===== src/rtl/bus_arbiter.sv =====
// Two-master bus arbiter: registered grants, last-owner tie break, and burst limiting
// that forces a hand-over after MAX_BURST cycles while the other master is waiting.
module bus_arbiter #(
  parameter int ADDR_W    = 16,
  parameter int DATA_W    = 64,
  parameter int MAX_BURST = 8   // legal range 2..255
) (
  input  logic              clk,
  input  logic              reset,
  input  logic              m0_req,
  input  logic              m1_req,
  input  logic              m0_wr,
  input  logic              m1_wr,
  input  logic [ADDR_W-1:0] m0_addr,
  input  logic [ADDR_W-1:0] m1_addr,
  input  logic [DATA_W-1:0] m0_dout,
  input  logic [DATA_W-1:0] m1_dout,
  output logic              m0_grant,
  output logic              m1_grant,
  output logic [DATA_W-1:0] m0_din,
  output logic [DATA_W-1:0] m1_din,
  output logic              b_req,
  output logic              b_wr,
  output logic [ADDR_W-1:0] b_addr,
  output logic [DATA_W-1:0] b_dout,
  input  logic [DATA_W-1:0] b_din,
  output logic              b_owner
);

  typedef enum logic [1:0] {IDLE, GNT0, GNT1} state_e;

  localparam logic [7:0] TENURE_MAX = 8'(MAX_BURST - 1);

  state_e     state_q, state_d;
  logic [7:0] tenure_q, tenure_d;
  logic       last_owner_q, last_owner_d;

  // last_owner resets to 1 so master 0 wins the first tie after reset.
  always_ff @(posedge clk or posedge reset) begin
    if (reset) begin
      state_q      <= IDLE;
      tenure_q     <= '0;
      last_owner_q <= 1'b1;
    end else begin
      // NOTE: sequential state uses non-blocking assignments so every register samples pre-edge values.
      state_q      <= state_d;
      tenure_q     <= tenure_d;
      last_owner_q <= last_owner_d;
    end
  end

  always_comb begin
    // NOTE: every combinational output gets a default first so no path can infer a latch.
    state_d = state_q;
    unique case (state_q)
      IDLE: begin
        if (m0_req && m1_req) state_d = last_owner_q ? GNT0 : GNT1;
        else if (m0_req)      state_d = GNT0;
        else if (m1_req)      state_d = GNT1;
      end
      GNT0: begin
        if (m1_req && (!m0_req || tenure_q == TENURE_MAX)) state_d = GNT1;
        else if (!m0_req)                                  state_d = IDLE;
      end
      GNT1: begin
        if (m0_req && (!m1_req || tenure_q == TENURE_MAX)) state_d = GNT0;
        else if (!m1_req)                                  state_d = IDLE;
      end
      default: state_d = IDLE;
    endcase

    // Tenure restarts on any state change and saturates while a lone owner keeps the bus.
    tenure_d = tenure_q;
    if (state_d != state_q)
      tenure_d = '0;
    else if (state_q != IDLE && tenure_q != TENURE_MAX)
      tenure_d = tenure_q + 8'd1;

    last_owner_d = last_owner_q;
    if (state_d == GNT0 && state_q != GNT0) last_owner_d = 1'b0;
    if (state_d == GNT1 && state_q != GNT1) last_owner_d = 1'b1;
  end

  // Bus mux decodes the registered state only, so a new owner drives the bus in its first granted cycle.
  always_comb begin
    m0_grant = 1'b0;
    m1_grant = 1'b0;
    b_req    = 1'b0;
    b_wr     = 1'b0;
    b_addr   = '0;
    b_dout   = '0;
    b_owner  = 1'b0;
    m0_din   = '0;
    m1_din   = '0;
    unique case (state_q)
      GNT0: begin
        m0_grant = 1'b1;
        b_req    = m0_req;
        b_wr     = m0_wr;
        b_addr   = m0_addr;
        b_dout   = m0_dout;
        m0_din   = b_din;
      end
      GNT1: begin
        m1_grant = 1'b1;
        b_req    = m1_req;
        b_wr     = m1_wr;
        b_addr   = m1_addr;
        b_dout   = m1_dout;
        m1_din   = b_din;
        b_owner  = 1'b1;
      end
      default: ;
    endcase
  end

endmodule


===== config.mk =====
export PLATFORM = sky130hd
export DESIGN_NAME = bus_arbiter
export DESIGN_NICKNAME = d
export VERILOG_FILES = /design/src/rtl/bus_arbiter.sv
export SDC_FILE = /design/constraint.sdc
export NUM_CORES = 1
export LEC_CHECK = 0
export ABC_AREA = 1
export CORE_AREA = 5 5 171 173
export CTS_CLUSTER_SIZE = 8
export DETAILED_ROUTE_END_ITERATION = 10
export DIE_AREA = 0 0 176 178
export PLACE_DENSITY = 0.53
export RECOVER_POWER = 100
export SLEW_MARGIN = 20
export SYNTH_ARGS = -nofsm -noshare
export SYNTH_HDL_FRONTEND = slang
export SYNTH_SLANG_ARGS = --single-unit

===== constraint.sdc =====
create_clock -name clk -period 4.85 [get_ports clk]
set_input_delay 0.97 -clock clk [delete_from_list [all_inputs] [get_ports clk]]
set_output_delay 0.97 -clock clk [all_outputs]
set_load 0.005 [all_outputs]

Yosys cells after proc, flatten, opt, wreduce, memory -nomap -nowiden
Index checks and enable logic that the tools add are counted.
Storage, ports and cells
  bits in registers: 11
  output and inout bits: 213
  logic and storage cells: 48
Operators by class
  add/sub/neg operators: 1
  eq/ne operators: 9
  multiplexer cells: 21
  reductions and logical operators: 14
Operators by type and width (number)
  $mux 64: 2
  $pmux 64 s2: 1
  $pmux 16 s2: 1
  $mux 2: 8
  $mux 8: 2
  $add 8x1->8 const B: 1
  $eq 8x3->1 const B: 1
  $ne 8x3->1 const B: 1
  $logic_and 1x1->1: 6
  $pmux 2 s3: 1
  $reduce_bool 2->1: 3
  $eq 2x1->1 const B: 2
  $eq 2x2->1 const B: 2
  $mux 1: 4
  $pmux 1 s2: 2
  $logic_not 1->1: 2
  $logic_not 2->1: 1
  $logic_or 1x1->1: 2
  $ne 2x1->1 const B: 1
  $ne 2x2->1: 1
  $ne 2x2->1 const B: 1

Depth between registers and ports, before layout
Gate-level depths: netlist of the first run.
  depth after elaboration: 9
  depth in mapped cells: 11
  mapped depth without buffers: 11

Worst setup path before layout of the first run
OpenSTA, ideal clock, no wires.
  kind: register to output
  start point: reg state_q[1]
  end point: out b_addr[0]
  arrival: 1.563 ns
  data required time: 3.880 ns
  path slack: 2.317 ns
  cell stages (with the launch flop): 7
  buffers on the path: 2
  path through: dfrtp_1 > inv_1 > ha_1 > clkbuf_1 > clkbuf_1 > nand2_1 > a21oi_1
On the way
  longest elaborated chain between the ends: 2
  elaborated cells between the ends (all ways): 3
  those cells by class: 2 x eq/ne; 1 x mux
RTL lines
  start, declared: line 34  | state_e state_q, state_d;
  start signal, assigned: line 46  | state_q <= state_d;
  $eq 2x2->1 / $eq 2x1->1 (equally long branches): line 95  | unique case (state_q)
  $pmux 16 s2 (*): line 95
  end, declared: line 24  | output logic [ADDR_W-1:0] b_addr,
Every way passes the cells marked *; elsewhere a longest branch is shown, timed or not.

Worst setup path in the final report of the first run
  start point: reg state_q[0]
  end point: out b_dout[61]
On the way
  longest elaborated chain between the ends: 2
  elaborated cells between the ends (all ways): 3
  those cells by class: 2 x eq/ne; 1 x mux
RTL lines
  $eq 2x2->1 / $eq 2x1->1 (equally long branches): line 95
  $pmux 64 s2 (*): line 95
  end, declared: line 25  | output logic [DATA_W-1:0] b_dout,
Marked as above.

==> results.cfg, run 1 <==
[status]
status = finished, final reports clean

[synth]
synth_common_cells = nand2_1, inv_1, a21oi_1
syn_nets = 876
yosysMostFrequentCell = nand2_1
synth.avg_cell_area_um2 = 4.525
synth_flop_cell = dfrtp_1
netlist_area_um2 = 2900
synth_top_cell_by_area = nand2_1
synth_seq_cells = 11
seq_area_frac_synth_pct = 9.534
synth_top_cell_area_share_pct = 39.99
synth.area.top_cells = nand2_1, inv_1, a21oi_1
yosys_warnings = 0
synthArstFlopShare_pct = 100.0
ys_types = 22
synth_edf_count = 0
synth_cells = 641

[sta]
final_max_slew_viol_count = 0
fin_setup_tns_ps = 0
tightestPinTransition_ps = 1022
rsz0062_at_grt = no
hold_violations = 0
fmax_ghz = 0.2443
max-slew-margin-rel_pct = 31.87
setup_viol = 0
fin_crit_sh_pct = 84.41
fin_crit_ps = 4094
clock_skew_ps = 3.085

[drt]
ant_nets = 0
drcViolationCount = 0
routed_wl_mm = 20.38
drtIter0Drc = 226
wl_per_cell_um = 14.56
vias = 5055
drt_pass1_iterations = 4
routed_via_density = 3.611

[grt]
grt_max_degree = 67
grt_usage_pct = 11.72
grt_pass1_wl_mm = 29.04
grt_pass1_vias = 4990
grt.overflow.total = 0
antenna_found_initial = 1

[die]
die_w_um = 176
core_area_um2 = 27480
die_h_um = 178
fp-row-count = 61
io_pins = 443
initial_utilization_pct = 10.56
die_area_um2 = 31330

[cts]
cts_max_path_buffers = 2
cts-resized-gates = 0
clkTransAtPathRegs_ps = 40
cts_sinks = 11
clockRootBuffer = clkbuf_16
holdBufCountCts = 0
post_cts_buffers = 0
clk_latency_ps = 240
cts_inserted_buffers = 3
htree_levels = 1
cts_tree = built

[setup_path]
crit_start = state_q[0]
reg2reg_from = state_q[1]
path_class = reg -> out
end_kind = primary output
critPathLaunchType = flip-flop
required_ps = 3880
worstPathArrival_ps = 3120
worstPathMaxFanout = 41

[pwr]
leakagePower_nw = 4.281
ir_drop_uv = 314.3
power_density_nw_per_um2 = 328.7

[hold_path]
hold_start = last_owner_q
hold_path_class = reg -> reg

[cells_and_area]
finalNetCount = 1290
fill_cells = 3064
design_area_um2 = 7794
area_delta_synth_final_pct = 168.7
final_layout_size_suffix_gt1_share_pct = 2.087
diodes = 0

[placed_design]
io_buffer_count = 442
place_congestion = 0.8882
dpl.hpwl_mm = 17.08
placed_cell_area_um2 = 7747

[job]
max-cap-violations = 0
routing by layer:
metal / global-route usage [%] / part of all wire, %
met3: 2.649 / 6.0
met2: 22.28 / 53
met5: 0 / 0.064
met1: 13.66 / 39
met4: 1.754 / 1.4
per-stage QoR:
step | cells | utilization (%) | hold WS, ps | setup slack [ps] | total power, mW
floorplan | 641 | - | 442.2 | 2317 | 1.130
global placement | 1396 | 28.20 | 470.5 | 1436 | 2.658
detailed placement | 1396 | 28.20 | 475.0 | 1464 | 2.655
CTS | 1400 | 28.48 | 480.4 | 1202 | 2.821
global route | 1400 | 28.37 | 514.6 | 543.2 | 2.811
finish | 1400 | 28.37 | 474.4 | 756.3 | 2.561
worst paths after layout:
path	end	slack [ps]	depth (start not counted)
worst max-delay path	b_dout[61]	760	6
worst min-delay path	last_owner_q	470	2
worst max register to register	tenure_q[0]	2500	10
worst min register to register	last_owner_q	470	2
max in group asynchronous	last_owner_q	3330	2
min in group asynchronous	tenure_q[1]	1180	2
layout make-up:
class / instances / area [um2] / share of cell area (%)
timing repair buffer: 450 / 4524 / 58.05
multi-input combinational: 446 / 1944 / 24.95
sequential: 11 / 276.5 / 3.548
inverter: 143 / 536.8 / 6.887
tap: 346 / 432.9 / 5.555
clock buffer: 4 / 78.83 / 1.011
placed cells by master, fill, tap and decap left out, drive strengths merged, types with 2 or more instances in the layout:
cell type	count
a21oi	85
buf	5
clkbuf	7
clkdlybuf4s50	246
dfrtp	10
dlygate4sd3	196
ha	5
inv	143
nand2	316
nand3	10
nand4	2
nor2	16
o21ai	3
xor2	7
logic make-up after synthesis:
group,after synthesis,synth area share [%]
simple gates,346,46.94
buf+inv,184,23.94
xor+xnor,7,2.114
compound gates,88,15.32
fa+ha+maj,5,2.157
flops,11,9.534
registers in the layout (all words and copies together), names as in the netlist:
| signal | flops |
|---|---|
| tenure_q | 8 |
| state_q | 2 |
| last_owner_q | 1 |
critical path: stages, from the launching register on:
cell           delay [ps]
dfrtp_1               430
inv_1                 230
ha_4                  470
clkbuf_2              750
nand2_1               200
a21oi_1               160
dlygate4sd3_1         600
power by group:
part / internal, mW / switching [mW] / leakage, nW
logic: 1.08 / 1.20 / 4.10
clock network: 0.110 / 0.0396 / 0.0382
registers: 0.112 / 0.0190 / 0.147
total: 1.31 / 1.25 / 4.28
(Power assumes the default switching activity.)
==> run 2, diff against run 1 <==
--- a/config.mk
+++ b/config.mk
@@ -6,11 +6,11 @@
 export NUM_CORES = 1
 export LEC_CHECK = 0
 export ABC_AREA = 1
-export CORE_AREA = 5 5 171 173
+export CORE_AREA = 5 5 169 171
 export CTS_CLUSTER_SIZE = 8
 export DETAILED_ROUTE_END_ITERATION = 10
-export DIE_AREA = 0 0 176 178
-export PLACE_DENSITY = 0.53
+export DIE_AREA = 0 0 174 176
+export PLACE_DENSITY = 0.55
 export RECOVER_POWER = 100
 export SLEW_MARGIN = 20
 export SYNTH_ARGS = -nofsm -noshare
==> constraint.sdc (replaced) <==
create_clock -name clk -period 3.5 [get_ports clk]
set_input_delay 0.7 -clock clk [delete_from_list [all_inputs] [get_ports clk]]
set_output_delay 0.7 -clock clk [all_outputs]
set_load 0.005 [all_outputs]
==> run 2 against run 1 <==
First-iteration DRC count decreased by 14%. Cell count down 0.36%. Routed wire length down 2.0%. Hold slack got worse by 7.7 ps. Combinational power rose by 36%. Highest routed layer is now met4. Global-route usage increased by 0.27 points. Worst setup slack got worse by 420 ps. Final area decreased by 0.30%. Total power grew 36%. Critical endpoint is now b_dout[7]. Sequential cell count did not move. Via count grew 0.93%.
==> results.cfg, run 2 (same netlist as run 1, synthesis figures left out) <==
[pwr]
power_density_nw_per_um2 = 448.4
leakagePower_nw = 4.323
ir_drop_uv = 317.2

[cts]
cts_tree = built
holdBufCountCts = 0
htree_levels = 1
cts-resized-gates = 0
post_cts_buffers = 0
clk_latency_ps = 240
clockRootBuffer = clkbuf_16
cts_max_path_buffers = 2
clkTransAtPathRegs_ps = 40
cts_sinks = 11
cts_inserted_buffers = 3

[setup_path]
crit_cells = 7
r2r_cells = 12
worstPathMaxFanout = 81
end_kind = primary output
cp_cell_sequence = inv_1, ha_1, buf_12, buf_4, nand2_1, a21oi_1, dlygate4sd3_1
path_class = reg -> out
cpPeakStageDelay_ps = 580
critical-path-top-delay-family = buffers and inverters
required_ps = 2800
cp_num_buf_inv = 4
worstPathArrival_ps = 2460
slowest_stage = dlygate4sd3_1
critPathLaunchType = flip-flop

[die]
initial_utilization_pct = 10.85
fp-row-count = 60
die_area_um2 = 30620
io_pins = 443
die_h_um = 176
core_area_um2 = 26730
die_w_um = 174

[sta]
max-slew-margin-rel_pct = 67.46
fin_crit_ps = 3162
rsz0062_at_grt = no
final_max_slew_viol_count = 0
fmax_ghz = 0.3163
fin_crit_sh_pct = 90.33
clock_skew_ps = 2.883
fin_setup_tns_ps = 0
tightestPinTransition_ps = 488.1
hold_violations = 0
setup_viol = 0

[grt]
antenna_found_initial = 1
grt.overflow.total = 0
grt_pass1_wl_mm = 29.72
grt_pass1_vias = 5141
grt_max_degree = 82
grt_usage_pct = 11.99

[drt]
routed_via_density = 3.657
vias = 5102
drt_pass1_iterations = 5
drcViolationCount = 0
drtIter0Drc = 195
ant_nets = 0
wl_per_cell_um = 14.32
routed_wl_mm = 19.98

[cells_and_area]
biggestRegsByFlops = tenure_q (8), state_q (2), last_owner_q (1)
final_core_util_pct = 29.07
finalNetCount = 1290
final_common_cell = nand2_1
top_register = tenure_q
area_delta_synth_final_pct = 167.9
final_layout_size_suffix_gt1_share_pct = 2.087
diodes = 0
stdcell_count = 1395
layout_common_cells = nand2_1, clkdlybuf4s50_1, dlygate4sd3_1, inv_1, a21oi_1
largest_reg_flops = 8

[hold_path]
hold_depth = 2
hold_path_class = reg -> reg

[placed_design]
io_buffer_count = 442
post-place-cells = 1391
dpl.hpwl_mm = 16.62
place_congestion = 0.9172

[status]
status = finished, final reports clean

[job]
max-cap-violations = 0
-- run 2: changes by cell type in the layout (fill, tap and decap cells not counted) --
cell	before	now
clkbuf_1	3	1
clkdlybuf4s50_1	246	234
inv_2	0	1
clkbuf_2	1	0
buf_4	1	4
inv_1	143	142
ha_4	2	0
dlygate4sd3_1	196	208
nand2_1	311	312
ha_1	3	5
nand2_2	5	4
-- run 2: area by class of cell --
cell class | instances | area (um2)
Fill cell | 2995 | 18960
Timing Repair Buffer | 450 | 4534
Multi-Input combinational cell | 446 | 1917
Inverter | 143 | 536.8
Tap cell | 341 | 426.7
Sequential cell | 11 | 276.5
Clock buffer | 4 | 78.83
-- run 2: path summary, 6_finish.rpt --
check | startpoint | end | slack, ps
setup / recovery | state_q[1] | b_dout[7] | 340
hold / removal | last_owner_q | last_owner_q | 470
setup reg to reg | state_q[1] | tenure_q[0] | 1230
hold reg to reg | last_owner_q | last_owner_q | 470
max in group asynchronous | reset | last_owner_q | 2260
min in group asynchronous | reset | tenure_q[6] | 910
-- run 2: routing by layer --
layer | track usage [%] | vias up | share of wire, %
li1 | - | 2676 | -
met3 | 3.340 | 14 | 7.5
met1 | 14.18 | 2198 | 40
met5 | 0 | - | 0
met4 | 1.155 | 0 | 1.0
met2 | 22.37 | 214 | 51
-- run 2: tightest hold or removal path, delay by kind of cell (launching register included) --
kind | cells | cell delay, ps
flops | 1 | 360
simple gates | 2 | 90
-- run 2: through the flow --
| stage | area (um2) | hold slack, ps | setup WS [ps] | power [mW] |
|---|---|---|---|---|
| after floorplan | 2900 | 442.2 | 1237 | 1.565 |
| after global placement | 7729 | 467.3 | 703.6 | 3.641 |
| after detailed placement | 7729 | 466.8 | 670.2 | 3.625 |
| after CTS | 7807 | 473.1 | 415.1 | 3.863 |
| after global routing | 7770 | 484.2 | 199.4 | 3.818 |
| final | 7770 | 466.8 | 338.4 | 3.484 |
-- run 2: report_power, final --
| group | total, mW | switching, mW | internal (mW) |
|---|---|---|---|
| clock | 0.210 | 0.0565 | 0.153 |
| combinational | 3.10 | 1.63 | 1.47 |
| sequential | 0.176 | 0.0215 | 0.155 |
| total | 3.48 | 1.71 | 1.77 |
==> run 3, diff against run 2 <==
--- a/config.mk
+++ b/config.mk
@@ -6,12 +6,14 @@
 export NUM_CORES = 1
 export LEC_CHECK = 0
 export ABC_AREA = 1
-export CORE_AREA = 5 5 169 171
+export CORE_AREA = 5 5 170 172
 export CTS_CLUSTER_SIZE = 8
 export DETAILED_ROUTE_END_ITERATION = 10
-export DIE_AREA = 0 0 174 176
-export PLACE_DENSITY = 0.55
+export DIE_AREA = 0 0 175 177
+export DONT_BUFFER_PORTS = 1
+export PLACE_DENSITY = 0.33
 export RECOVER_POWER = 100
+export REMOVE_ABC_BUFFERS = 1
 export SLEW_MARGIN = 20
 export SYNTH_ARGS = -nofsm -noshare
 export SYNTH_HDL_FRONTEND = slang
==> run 3 against run 2 <==
Die area increased by 1.1%. Global-route usage decreased by 3.2 points. Hold slack got worse by 99 ps. Non-clock buffer count decreased by 440. Maximum frequency increased by 2.0%. Register-to-register slack got worse by 330 ps. Clock power increased by 3%. Total power decreased by 34%. Sequential cell count unchanged.
==> results.cfg, run 3 (same netlist as run 1, synthesis figures left out) <==
[placed_design]
dpl.hpwl_mm = 13.53
post-place-cells = 956
placed_cell_area_um2 = 3326
place_congestion = 0.7970
pre_cts_ws_ps = 817.4
io_buffer_count = 0

[sta]
clock_skew_ps = 4.376
hold_violations = 0
holdWs_ps = 367.8
tightestPinTransition_ps = 875.3
final_max_slew_viol_count = 0
setup_viol = 0
rsz0062_at_grt = no
max-slew-margin-rel_pct = 41.64
fin_crit_ps = 3098
fin_setup_tns_ps = 0
fin_crit_sh_pct = 88.53
setup_slack_ps = 401.6
fmax_ghz = 0.3227

[cells_and_area]
stdcell_count = 961
area_delta_synth_final_pct = 16.22
final_layout_size_suffix_gt1_share_pct = 4.072
design_area_um2 = 3371
largest_reg_flops = 8
final_common_cell = nand2_1
biggestRegsByFlops = tenure_q (8), state_q (2), last_owner_q (1)
finalNetCount = 850
fill_cells = 3249
layout_common_cells = nand2_1, inv_1, a21oi_1, nor2_1, dfrtp_1
top_register = tenure_q
final_core_util_pct = 12.34

[grt]
grt_max_degree = 72
grt_usage_pct = 8.787
grt.overflow.total = 0
antenna_found_initial = 1
grt_pass1_vias = 3258
grt_pass1_wl_mm = 21.50

[cts]
post_cts_buffers = 0
cts-resized-gates = 0
htree_levels = 1
clkTransAtPathRegs_ps = 50
cts_inserted_buffers = 3
clk_latency_ps = 240
cts_tree = built
holdBufCountCts = 0
cts_max_path_buffers = 2
cts_sinks = 11
clockRootBuffer = clkbuf_16

[die]
die_area_um2 = 30980
fp-row-count = 61
io_pins = 443
die_h_um = 177
core_area_um2 = 27320
initial_utilization_pct = 10.61
die_w_um = 175

[setup_path]
worstPathArrival_ps = 2400
reg2reg_from = state_q[1]
end_kind = primary output
critPathLaunchType = flip-flop
path_class = reg -> out
required_ps = 2800
crit_start = state_q[1]
worstPathMaxFanout = 70

[drt]
drt_pass1_iterations = 6
vias = 3774
wl_per_cell_um = 16.55
routed_wl_mm = 15.90
drcViolationCount = 0
routed_via_density = 3.927
drtIter0Drc = 363
ant_nets = 0

[status]
status = finished, final reports clean

[hold_path]
hold_path_class = in -> async

[pwr]
ir_drop_uv = 294.4
power_mw = 2.290
leakagePower_nw = 2.075
power_density_nw_per_um2 = 679.3

[job]
max-cap-violations = 0
run 3: final timing paths:
| path | end | slack, ps | depth (start not counted) |
|---|---|---|---|
| max in group asynchronous | last_owner_q | 2780 | 1 |
| hold / removal | state_q[1] | 370 | 1 |
| setup reg to reg | tenure_q[5] | 900 | 11 |
| setup / recovery | b_dout[5] | 400 | 5 |
| hold reg to reg | last_owner_q | 470 | 2 |
| min in group clk | last_owner_q | 470 | 2 |
run 3: area by class of cell:
cell class / count / area [um2] / area share [%]
antenna: 1 / 2.502 / 0.07424
clock buffer: 4 / 78.83 / 2.339
sequential: 11 / 276.5 / 8.203
tap: 346 / 432.9 / 12.84
timing repair buffer: 10 / 121.4 / 3.601
inverter: 143 / 536.8 / 15.92
multi-input combinational: 446 / 1922 / 57.02
run 3: layer usage:
layer	wire length, um	GRT usage [%]
met1	6814	12.64
met2	7618	14.12
met3	1334	1.538
met4	136	1.178
met5	0	0
run 3: where the power goes:
| group | total [mW] | internal [mW] | switching, mW |
|---|---|---|---|
| clock | 0.216 | 0.154 | 0.0625 |
| combinational | 1.90 | 0.465 | 1.43 |
| sequential | 0.177 | 0.155 | 0.0227 |
| total | 2.29 | 0.773 | 1.52 |
run 3: critical path, stage by stage (launching register included):
cell     delay, ps
dfrtp_1        430
inv_1          180
ha_2           780
buf_12         330
nand2_1        150
a21oi_1        220
